==> config.mk <==
export PLATFORM = sky130hd
export DESIGN_NAME = control_sequencer
export DESIGN_NICKNAME = d
export VERILOG_FILES = /design/src/rtl/control_sequencer.sv
export SDC_FILE = /design/constraint.sdc
export NUM_CORES = 1
export LEC_CHECK = 0
export CORE_AREA = 2 2 39 41
export CTS_BUF_LIST = sky130_fd_sc_hd__clkbuf_4
export DETAILED_ROUTE_END_ITERATION = 16
export DIE_AREA = 0 0 41 43
export HOLD_SLACK_MARGIN = 0.02
export PLACE_DENSITY_LB_ADDON = 0.08
export SYNTH_ARGS = -nofsm -noshare
export SYNTH_HDL_FRONTEND = slang
export SYNTH_SLANG_ARGS = --single-unit
==> constraint.sdc <==
create_clock -name clk -period 4.26 [get_ports clk]
set_clock_uncertainty 0.05 [all_clocks]
set_input_delay 0.639 -clock clk [delete_from_list [all_inputs] [get_ports clk]]
set_output_delay 0.639 -clock clk [all_outputs]
set_load 0.05 [all_outputs]
==> src/rtl/control_sequencer.sv <==
// Instruction-cycle sequencer: steps IF/ID/EX/MEM/WB, sizes the MEM stage,
// drives fetch/PC strobes and injects the interrupt-call pass between instructions.
package control_sequencer_pkg;

  localparam int unsigned STATE_COUNT  = 3;
  localparam int unsigned OPCODE_COUNT = 5;
  localparam int unsigned GROUP_COUNT  = 4;

  typedef enum logic [STATE_COUNT-1:0] {
    STATE_IF  = 3'd0,
    STATE_ID  = 3'd1,
    STATE_EX  = 3'd2,
    STATE_MEM = 3'd3,
    STATE_WB  = 3'd4
  } state_e;

  localparam logic [OPCODE_COUNT-1:0] TYPE_NOP      = 5'd0;
  localparam logic [OPCODE_COUNT-1:0] TYPE_ADD      = 5'd1;
  localparam logic [OPCODE_COUNT-1:0] TYPE_LD       = 5'd2;
  localparam logic [OPCODE_COUNT-1:0] TYPE_RET      = 5'd3;
  localparam logic [OPCODE_COUNT-1:0] TYPE_RETI     = 5'd4;
  localparam logic [OPCODE_COUNT-1:0] TYPE_RCALL    = 5'd5;
  localparam logic [OPCODE_COUNT-1:0] TYPE_CALL_ISR = 5'd6;

  // Instructions that move two PC bytes through the stack need a second MEM cycle.
  function automatic logic two_cycle_mem(input logic [OPCODE_COUNT-1:0] op);
    return (op == TYPE_RET) || (op == TYPE_RETI) ||
           (op == TYPE_RCALL) || (op == TYPE_CALL_ISR);
  endfunction

endpackage

module control_sequencer
  import control_sequencer_pkg::*;
(
  input  logic                    clk,
  input  logic                    reset,
  input  logic [OPCODE_COUNT-1:0] opcode_type,
  input  logic [GROUP_COUNT-1:0]  opcode_group,
  input  logic                    stall,
  input  logic                    irq_request,
  input  logic                    int_enable,
  output logic [STATE_COUNT-1:0]  state,
  output logic                    cycle_count,
  output logic                    ir_load,
  output logic                    pc_advance,
  output logic                    isr_pending,
  output logic                    isr_ack
);

  state_e state_q, state_d;
  logic   cycle_q, cycle_d;
  logic   two_cyc_q, two_cyc_d;
  logic   pending_q, pending_d;
  logic   ack_q, ack_d;
  logic   take_c;

  // Group flags only matter to the signal generation unit downstream.
  logic   unused_group_c;
  assign unused_group_c = ^opcode_group;

  // RETI must retire one more instruction before another interrupt is taken.
  assign take_c = irq_request && int_enable && !pending_q &&
                  (opcode_type != TYPE_RETI);

  always_ff @(posedge clk) begin
    if (reset) begin
      state_q   <= STATE_IF;
      cycle_q   <= 1'b0;
      two_cyc_q <= 1'b0;
      pending_q <= 1'b0;
      ack_q     <= 1'b0;
    end else begin
      state_q   <= state_d;
      cycle_q   <= cycle_d;
      two_cyc_q <= two_cyc_d;
      pending_q <= pending_d;
      ack_q     <= ack_d;
    end
  end

  always_comb begin
    state_d   = state_q;
    cycle_d   = cycle_q;
    two_cyc_d = two_cyc_q;
    pending_d = pending_q;
    ack_d     = 1'b0;
    if (!stall) begin
      case (state_q)
        STATE_IF: begin
          state_d = STATE_ID;
          cycle_d = 1'b0;
        end
        STATE_ID: begin
          state_d = STATE_EX;
          cycle_d = 1'b0;
        end
        STATE_EX: begin
          state_d   = STATE_MEM;
          cycle_d   = 1'b0;
          two_cyc_d = two_cycle_mem(opcode_type);
        end
        STATE_MEM: begin
          if (two_cyc_q && !cycle_q) begin
            cycle_d = 1'b1;
          end else begin
            state_d = STATE_WB;
            cycle_d = 1'b0;
          end
        end
        STATE_WB: begin
          state_d = STATE_IF;
          cycle_d = 1'b0;
          if (pending_q) begin
            pending_d = 1'b0;
          end else if (take_c) begin
            pending_d = 1'b1;
            ack_d     = 1'b1;
          end
        end
        default: begin
          state_d = STATE_IF;
          cycle_d = 1'b0;
        end
      endcase
    end
  end

  assign state       = state_q;
  assign cycle_count = cycle_q;
  assign isr_pending = pending_q;
  assign isr_ack     = ack_q;

  // Strobes react to stall within the same cycle, so they stay combinational.
  assign ir_load    = (state_q == STATE_IF) && !stall && !pending_q;
  assign pc_advance = (state_q == STATE_WB) && !stall;

endmodule

==> results.cfg <==
[outcome]
status = finished, final reports clean

[critical_path]
timing.critical_path.mode_cell = clkdlybuf4s50_1
rrSetupSlack_ps = 2620
critPathBufInv = 3
crit_path_top_delay_cell = clkdlybuf4s50_1
startpoint_type = input port
path_cells = clkdlybuf4s50_1 > or4b_4 > inv_1 > clkdlybuf4s50_1
cp_max_fo = 9
critPathRequiredTime_ps = 3570
critPathKind = input port to output pin
cp.arrival_ps = 2650
endpoint_kind = output pin
crit_family = buffers and inverters
max_stage_delay_ps = 790

[finish]
fillers = 159
drive_above_1_share_pct = 15.0
nNetsFinal = 75
antennaDiodeCount = 0
areaGrowthSynthToFinish_pct = 54.2
fin_cells = 76
final_util_pct = 41.1

[grt]
grt_overflow = 0
antenna_found_initial = 0
grt_max_degree = 11
groute.usage.overall_pct = 10.9
grt_pass1_wl_um = 1290
grt_pass1_vias = 318

[clocking]
cts-root-buf = clkbuf_4
ctsHoldBuffers = 0
cts_buffers = 3
clock_sinks = 7
insertion_delay_ps = 250
cts.path.max_buffers = 2
tritoncts = done
post_cts_resized = 0
clk_pin_slew_ps = 50
cts_max_level = 1
post_cts_buffers = 0

[floorplan]
core_area_um2 = 1380
rows = 14
start_util_pct = 26.7
die_x_um = 41
die-area_um2 = 1760
die_h_um = 43
pin_count = 22

[drt]
avgViaCountPerCell = 4.86
vias = 369
drt-initial-drc-count = 6
drcViolationCount = 0
antenna_left = 0
dr.pass1.iters = 4
wirelength_um = 860
wl_per_cell_um = 11.3

[sta]
setup_viol_count_final = 0
tightest_slew_ps = 497
hold_viol = 0
max_freq_ghz = 0.300
layout_min_cycle_time_ps = 3330
maxSlewHeadroom_pct = 66.8
slew_violations = 0
period_share_pct = 78.3
tns_ps = 0
setup_ws_ps = 925
grt_setup_unrepaired = false

[synthesis]
ys_types = 24
synth-seq-area-share_pct = 38.0
synth_seq_cells = 7
yosysWarnings = 0
synth_cells = 42
avgSynthCellArea_um2 = 8.79
synthesis.area_um2 = 369
syn_nets = 56

[power_and_ir_drop]
ir_drop_v = 0.000165
finalPower_mw = 0.166
power_density_nw_per_um2 = 292
leakage_nw = 0.199

[placed_design]
place_ws_ps = 916
placedCellCount = 72
routabilityCongestion = 0.630
post-dp-hpwl_um = 612
port_buffers = 17

[flow_run]
max-cap-violations = 0

[worst_hold_path]
hp-class = flop to flop
worst min-delay path, cell delays in order, from the launching register on:
cell and delay [ps]:
dfxtp_1 320, nand2_1 50, a21oi_1 50
final timing paths:
path / cells past startpoint / start / endpoint
min reg2reg: 2 / cycle_count / cycle_count
max reg2reg: 3 / state[1] / two_cyc_q
max: 4 / stall / pc_advance
min: 2 / cycle_count / cycle_count
power by group:
part | internal [mW] | total, mW | switching, mW
clock network | 0.0421 | 0.0661 | 0.0240
logic | 0.0149 | 0.0299 | 0.0150
registers | 0.0670 | 0.0704 | 0.00339
total | 0.124 | 0.166 | 0.0424
cells in the mapped netlist (all sizes together):
library cell  n  area share [%]
nand2         6             6.1
buf           3             5.4
nor2          1             1.0
a31o          1             2.4
or4b          2             7.5
a211oi        1             2.0
o31ai         1             2.0
nand3b        3             6.1
nor4          1             1.7
a211o         2             5.1
nor3          1             1.4
xor2          1             2.4
nand2b        1             1.7
a21oi         4             5.4
dfxtp         7              38
inv           2             2.0
nand4         1             1.7
or4           2             4.4
o21ai         1             1.4
nor4b         1             2.4
state kept, by name (all words and copies together), names as in the netlist:
register     cells
isr_pending      1
isr_ack          1
two_cyc_q        1
state            3
cycle_count      1
metal layers:
metal  vias up  global-route usage [%]  wire (um)
met1       160                    13.2        406
met5         -                       0          0
li1        193                       -          -
met4         0                    8.00          9
met3         2                    3.66         95
met2        14                    15.3        348
cell families (layout without fill, tap and decap cells):
| family | after synthesis | in the layout | synth area share (%) |
|---|---|---|---|
| xor+xnor | 1 | 1 | 2.37 |
| compound gates | 10 | 10 | 18.3 |
| simple gates | 19 | 19 | 33.9 |
| buf+inv | 5 | 23 | 7.46 |
| flops | 7 | 7 | 38.0 |
area by class of cell:
cell class | count | area, um2 | area share (%)
well taps | 16 | 20.0 | 3.52
inverters | 2 | 7.51 | 1.32
multi-input cells | 30 | 201 | 35.4
clock buffers | 4 | 30.0 | 5.27
flip-flops and latches | 7 | 140 | 24.6
repair buffers | 17 | 170 | 29.9
per-stage QoR:
| step | hold WS (ps) | area (um2) |
|---|---|---|
| 2_1_floorplan | 416 | 369 |
| 3_3_place_gp | 417 | 539 |
| 3_5_place_dp | 418 | 539 |
| 4_1_cts | 424 | 569 |
| 5_1_grt | 465 | 569 |
| 6_report | 418 | 569 |
layout by cell type (no fill, tap or decap), types with 2 or more instances in the layout:
cell / instances
clkdlybuf4s50_1: 17
dfxtp_1: 7
nand2_1: 6
a21oi_1: 4
clkbuf_4: 4
nand3b_1: 3
or4b_4: 2
inv_1: 2
Power figures use the tool's default switching activity.
